===== config.mk =====
export PLATFORM = sky130hd
export DESIGN_NAME = scan_display_scheduler
export DESIGN_NICKNAME = d
export VERILOG_FILES = /design/src/rtl/enigma_pkg.sv /design/src/rtl/digit_refresh_counter.sv /design/src/rtl/scan_display_scheduler.sv
export SDC_FILE = /design/constraint.sdc
export NUM_CORES = 1
export LEC_CHECK = 0
export CAP_MARGIN = 20
export CORE_MARGIN = 2
export CORE_UTILIZATION = 30
export DETAILED_ROUTE_END_ITERATION = 7
export HOLD_SLACK_MARGIN = 0.08
export SLEW_MARGIN = 40
export SYNTH_ARGS = -nofsm -noshare
export SYNTH_HDL_FRONTEND = slang
export SYNTH_HIERARCHICAL = 1
export SYNTH_SLANG_ARGS = --single-unit
export TNS_END_PERCENT = 50

===== constraint.sdc =====
create_clock -name clock -period 2 [get_ports clock]
set_input_delay 0.3 -clock clock [delete_from_list [all_inputs] [get_ports clock]]
set_output_delay 0.3 -clock clock [all_outputs]
set_load 0.05 [all_outputs]

===== src/rtl/enigma_pkg.sv =====
// Shared PS/2 constants and prefix-FSM state type for the Enigma board keyboard/display path.
package enigma_pkg;

  localparam logic [7:0] PS2_BREAK  = 8'hF0;
  localparam logic [7:0] PS2_EXT    = 8'hE0;
  localparam logic [7:0] PS2_BAT    = 8'hAA;
  localparam logic [7:0] PS2_ACK    = 8'hFA;
  localparam logic [7:0] PS2_RESEND = 8'hFE;
  localparam logic [7:0] BLANK_CODE = 8'h00;

  typedef enum logic [1:0] {
    IDLE,
    BREAK,
    EXT,
    EXT_BREAK
  } prefix_state_t;

  // Keyboard status bytes and the blank code never represent a key.
  function automatic logic is_key_code(input logic [7:0] c);
    return !(c == BLANK_CODE || c == PS2_BAT || c == PS2_ACK || c == PS2_RESEND);
  endfunction

endpackage


===== src/rtl/digit_refresh_counter.sv =====
// Refresh prescaler: holds each digit for REFRESH_DIV cycles, then advances the digit index.
module digit_refresh_counter #(
  parameter int NUM_DIGITS  = 4,
  parameter int REFRESH_DIV = 50000,
  localparam int IDX_W = (NUM_DIGITS > 1) ? $clog2(NUM_DIGITS) : 1,
  localparam int CNT_W = (REFRESH_DIV > 1) ? $clog2(REFRESH_DIV) : 1
) (
  input  logic             clock,
  input  logic             reset,
  output logic [IDX_W-1:0] index
);

  logic [CNT_W-1:0] count;

  // NOTE: sequential state uses non-blocking assignments so every register
  // samples pre-edge values and simulation matches the synthesized flops.
  always_ff @(posedge clock) begin
    if (reset) begin
      count <= '0;
      index <= '0;
    end else if (count == CNT_W'(REFRESH_DIV - 1)) begin
      count <= '0;
      index <= (index == IDX_W'(NUM_DIGITS - 1)) ? '0 : index + 1'b1;
    end else begin
      count <= count + 1'b1;
    end
  end

endmodule


===== src/rtl/scan_display_scheduler.sv =====
// Filters PS/2 make codes into a NUM_DIGITS shift buffer and time-multiplexes
// one shared scan-code decoder across active-low common-anode digits.
module scan_display_scheduler
  import enigma_pkg::*;
#(
  parameter int NUM_DIGITS  = 4,
  parameter int REFRESH_DIV = 50000,
  localparam int IDX_W = (NUM_DIGITS > 1) ? $clog2(NUM_DIGITS) : 1
) (
  input  logic                  clock,
  input  logic                  reset,
  input  logic                  code_valid,
  input  logic [7:0]            code,
  input  logic                  clear,
  output logic [7:0]            digit_code,
  output logic [NUM_DIGITS-1:0] anode_n,
  output logic                  key_strobe,
  output logic [7:0]            last_key
);

  prefix_state_t    state, state_next;
  logic             held;
  logic             accept;
  logic             release_held;
  logic [7:0]       buffer [NUM_DIGITS];
  logic [IDX_W-1:0] digit_index;

  // Prefix FSM: state register
  always_ff @(posedge clock) begin
    if (reset) state <= IDLE;
    else       state <= state_next;
  end

  // Prefix FSM: next state, advancing only on a received byte
  always_comb begin
    // NOTE: a default before any branch keeps this combinational block from
    // inferring a latch on paths that do not assign it.
    state_next = state;
    if (code_valid) begin
      unique case (state)
        IDLE: begin
          if (code == PS2_BREAK)    state_next = BREAK;
          else if (code == PS2_EXT) state_next = EXT;
        end
        EXT:       state_next = (code == PS2_BREAK) ? EXT_BREAK : IDLE;
        BREAK:     state_next = IDLE;
        EXT_BREAK: state_next = IDLE;
        default:   state_next = IDLE;
      endcase
    end
  end

  // Prefix FSM: outputs. A held key re-sending the same make code is typematic repeat.
  always_comb begin
    accept       = 1'b0;
    release_held = 1'b0;
    if (code_valid) begin
      if (state == IDLE && code != PS2_BREAK && code != PS2_EXT &&
          is_key_code(code) && !(held && code == last_key))
        accept = 1'b1;
      if (state == BREAK)
        release_held = 1'b1;
    end
  end

  // Key tracking and shift buffer; clear overrides the shift but not the key tracking.
  always_ff @(posedge clock) begin
    if (reset) begin
      held       <= 1'b0;
      last_key   <= BLANK_CODE;
      key_strobe <= 1'b0;
      // NOTE: the buffer is reset on purpose so the display comes up blank;
      // storage that does not need a defined start value would be left unreset.
      for (int i = 0; i < NUM_DIGITS; i++) buffer[i] <= BLANK_CODE;
    end else begin
      key_strobe <= accept;
      if (accept) begin
        last_key <= code;
        held     <= 1'b1;
      end else if (release_held) begin
        held <= 1'b0;
      end
      if (clear) begin
        for (int i = 0; i < NUM_DIGITS; i++) buffer[i] <= BLANK_CODE;
      end else if (accept) begin
        for (int i = 1; i < NUM_DIGITS; i++) buffer[i] <= buffer[i-1];
        buffer[0] <= code;
      end
    end
  end

  digit_refresh_counter #(
    .NUM_DIGITS  (NUM_DIGITS),
    .REFRESH_DIV (REFRESH_DIV)
  ) u_refresh (
    .clock (clock),
    .reset (reset),
    .index (digit_index)
  );

  // Code and anode are registered together so the decoder never sees a mismatched pair.
  always_ff @(posedge clock) begin
    if (reset) begin
      digit_code <= BLANK_CODE;
      anode_n    <= ~NUM_DIGITS'(1);
    end else begin
      digit_code <= buffer[digit_index];
      anode_n    <= ~(NUM_DIGITS'(1) << digit_index);
    end
  end

endmodule


==> impl_metrics.toml <==
[status]
run_status = "finished clean"

[setup_path]
worstReg2RegEnd = "u_refresh/index[0]"
crit_required_ns = 2.28
worst_setup_path_start_kind = "flip-flop"
path_class = "flip-flop to flip-flop"
startpoint = "u_refresh/count[4]"
setup.worst_path.end = "u_refresh/index[0]"
crit_arrival_ns = 2.19
setup_slack_on_the_worst_flop_to_flop_path_ns = 0.09
worst_path_largest_cell_delay_ns = 0.55
critical_path_capture_point_type = "flip-flop"
worstPathCellList = "or4b_1 -> or4_4 -> or3_1 -> a21oi_2"
rr_worst_depth = 4
reg2reg_from = "u_refresh/count[4]"
maximum_fanout_along_the_worst_path = 4
cpMaxStageDelayCell = "or4_4"

[hold_path]
path_type_of_the_worst_min_delay_path = "primary input to flip-flop"

[routing]
vias = 2364
route.antenna.remaining_nets = 0
remaining_drc_errors = 0
violation_count_after_the_first_detailed_route_iteration = 143
wirelength_um = 6813
routed_wire_length_per_instance_um = 13.49
drt-pass1-iter-count = 4
viasPerCell = 4.681

[global_routing]
grt-busiest-layer = "met2"
pin_count_of_the_biggest_net_entering_global_routing = 42
overflow = 0
grt_util_met3_pct = 2.482
track_usage_pct = 12.69
gr-usage-met2_pct = 19.41
grt_first_pass_wirelength_um = 11590
grt.met1_usage_pct = 17.28
number_of_antenna_violations_at_the_first_check_in_global_routing = 0
vias_in_the_first_global_route = 2345

[clock_network]
tritoncts.num_buffers = 9
insertion_delay_ns = 0.34
postCtsHoldBufs = 0
clock_tree.root_cell = "clkbuf_8"
tritoncts = "done"
cts_post_setup_buffers_inserted = 0
cts-root-to-sink-buffers = 2
clock_tree.htree_level_count = 3
clk_pin_slew_ns = 0.08
clkSinkCount = 74

[yosys]
synthArstFlopShare_pct = 0
synthAdderAreaFrac_pct = 0.7728
synth.lib_cells_used.distinct = 46
synth-seq-area-share_pct = 53.17
yosys_warnings = 6
synth-simple-area-share_pct = 22.26
post_synth_xor_area_fraction_pct = 5.951
synth_top_family_by_area = "simple AND/OR/NAND/NOR gates"
synth_fp_nets = 308
synth.mux.area_fraction_pct = 8.346
synth.ff_latch_count = 74
syn_area_per_cell_um2 = 11.01
synth_compound_gate_area_share_pct = 5.912
synth_top_flop_cell = "dfxtp_1"
count_of_flip_flops_with_a_built_in_enable_after_synthesis = 24
mappedNetlistArea_um2 = 3238
post_synthesis_cells = 294

[floorplanning]
dieWidth_um = 107.9
floorplan.core_area_um2 = 10420
die_area_um2 = 11640
initial_core_util_pct = 31.09
io-pin-count = 33
die_h_um = 107.9
fp-row-count = 37

[timing]
rsz0062_at_grt = "false"
final-setup-viol-count = 0
clock-skew-final_ns = 0.01113
post-route-period-util_pct = 95.40
final.setup.tns_ns = 0
layout_min_cycle_time_ns = 1.908
clock.fmax_ghz = 0.5241
slew_headroom_pct = 59.47
final_max_tran_viols = 0
total_count_of_hold_check_failures_in_the_final_report = 0
worst-slew-pin-transition_ns = 0.6071
final_worst_hold_slack_ns = 0.3484

[flow_run]
number_of_maximum_capacitance_violations = 0

[place]
detailedPlacementHpwl_um = 4476
gp_routability_congestion = 0.8089
count_of_buffers_from_port_buffering = 32

[final_layout]
drive_above_1_share_pct = 24.93
area_delta_synth_final_pct = 30.53
nets = 378
antenna_cells_inserted = 0

[pwr]
leakage_uw = 0.001647
powerDensity_nw_per_um2 = 746.0
vdd_drop_max_mv = 0.2749
metrics by stage:
step / utilization [%] / total power, uW / instances / instance area, um^2 / setup WS (ns)
2_1_floorplan: - / 1850 / 294 / 3256 / 0.06120
3_3_place_gp: 38.23 / 1993 / 488 / 3983 / -0.3560
3_5_place_dp: 38.23 / 2000 / 488 / 3983 / -0.4492
4_1_cts: 40.23 / 3186 / 505 / 4190 / 0.01772
5_1_grt: 40.58 / 3289 / 505 / 4227 / 0.02508
6_report: 40.58 / 3153 / 505 / 4227 / 0.09205
per-layer routing:
metal  up-vias  share of wire, %  wire, um
met3         9               3.1       212
li1       1190                 -         -
met4         0               1.4        97
met2        38                45      3086
met5         -                 0         0
met1      1127                50      3416
Yosys cell counts, types with 3 or more instances:
master	number	area share, %
or3b_2	3	0.81
nand2_1	22	2.6
buf_6	3	1.0
edfxtp_1	24	22
mux2i_1	9	2.8
clkbuf_1	7	0.81
a21oi_1	11	1.7
xnor2_1	21	5.7
inv_1	6	0.70
buf_2	3	0.46
nand2b_1	3	0.58
nand4_1	4	0.77
and3_1	24	4.6
nand3_1	17	2.6
nor4_1	4	0.77
mux4_2	8	5.6
o21ai_0	8	1.2
nor2_1	26	3.0
nor2b_1	8	1.5
dfxtp_1	50	31
nor3_1	4	0.62
worst max-delay path: cells and delay by family (launching register included):
family,cells,cell delay [ns]
AO/OA/AOI/OAI,1,0.13
flip-flops,1,0.31
AND/OR/NAND/NOR,3,1.42
registers in the layout, indices dropped and copies added, names as in the netlist:
name / cells
buffer: 32
u_refresh/count: 16
digit_code: 8
last_key: 8
anode_n: 4
state: 2
u_refresh/index: 2
held: 1
key_strobe: 1
cell families after synthesis:
kind of cell	count (synthesis)
simple gates	129
compound gates	28
flops	74
xor+xnor	22
mux	17
fa+ha+maj	2
buf+inv	22
cells in the final DEF, fill, tap and decap left out, types with 3 or more instances in the layout:
cell type / n
and3_1: 24
a21oi_1: 11
xnor2_1: 21
nor3_1: 4
nor4_1: 4
buf_4: 41
dlymetal6s2s_1: 4
nand2_1: 20
edfxtp_1: 24
clkdlybuf4s50_1: 28
o21ai_0: 8
nor2b_1: 8
clkbuf_8: 9
nand3_1: 17
inv_1: 6
nand2b_1: 3
mux4_2: 8
nand4_1: 4
dfxtp_2: 9
dfxtp_1: 41
nor2_1: 25
mux2i_1: 9
or3b_2: 3
cell type report:
type	count	area [um^2]
fill	1004	6190
sequential	74	1733
multi-input combinational	199	1441
timing repair buffer	74	658.1
tap	136	170.2
clock buffer	9	123.9
clock inverter	7	77.57
inverter	6	22.52
timing repair:
item | in CTS | in global routing
pin swaps | 1 | 1
setup endpoints to repair | 8 | 43
endpoints found under the hold margin | 0 | 0
gates cloned | 1 | 0
resized for setup | 0 | 8
power by group:
| part | switching (uW) | internal, uW |
|---|---|---|
| Sequential | 30.9 | 1600 |
| Clock | 598 | 587 |
| Combinational | 186 | 151 |
worst min-delay path by stage:
| stage | from | end | slack [ns] | cells after the start |
|---|---|---|---|---|
| 2_1_floorplan | reset | u_refresh/index[0] | 0.36 | 1 |
| 3_3_place_gp | u_refresh/count[0] | u_refresh/count[0] | 0.45 | 1 |
| 3_5_place_dp | buffer[2][5] | buffer[2][5] | 0.46 | 2 |
| 4_1_cts | buffer[2][5] | buffer[2][5] | 0.47 | 2 |
| 5_1_grt | code[1] | last_key[1] | 0.36 | 3 |
| 6_report | code[1] | last_key[1] | 0.35 | 3 |
Power figures use the tool's default switching activity.
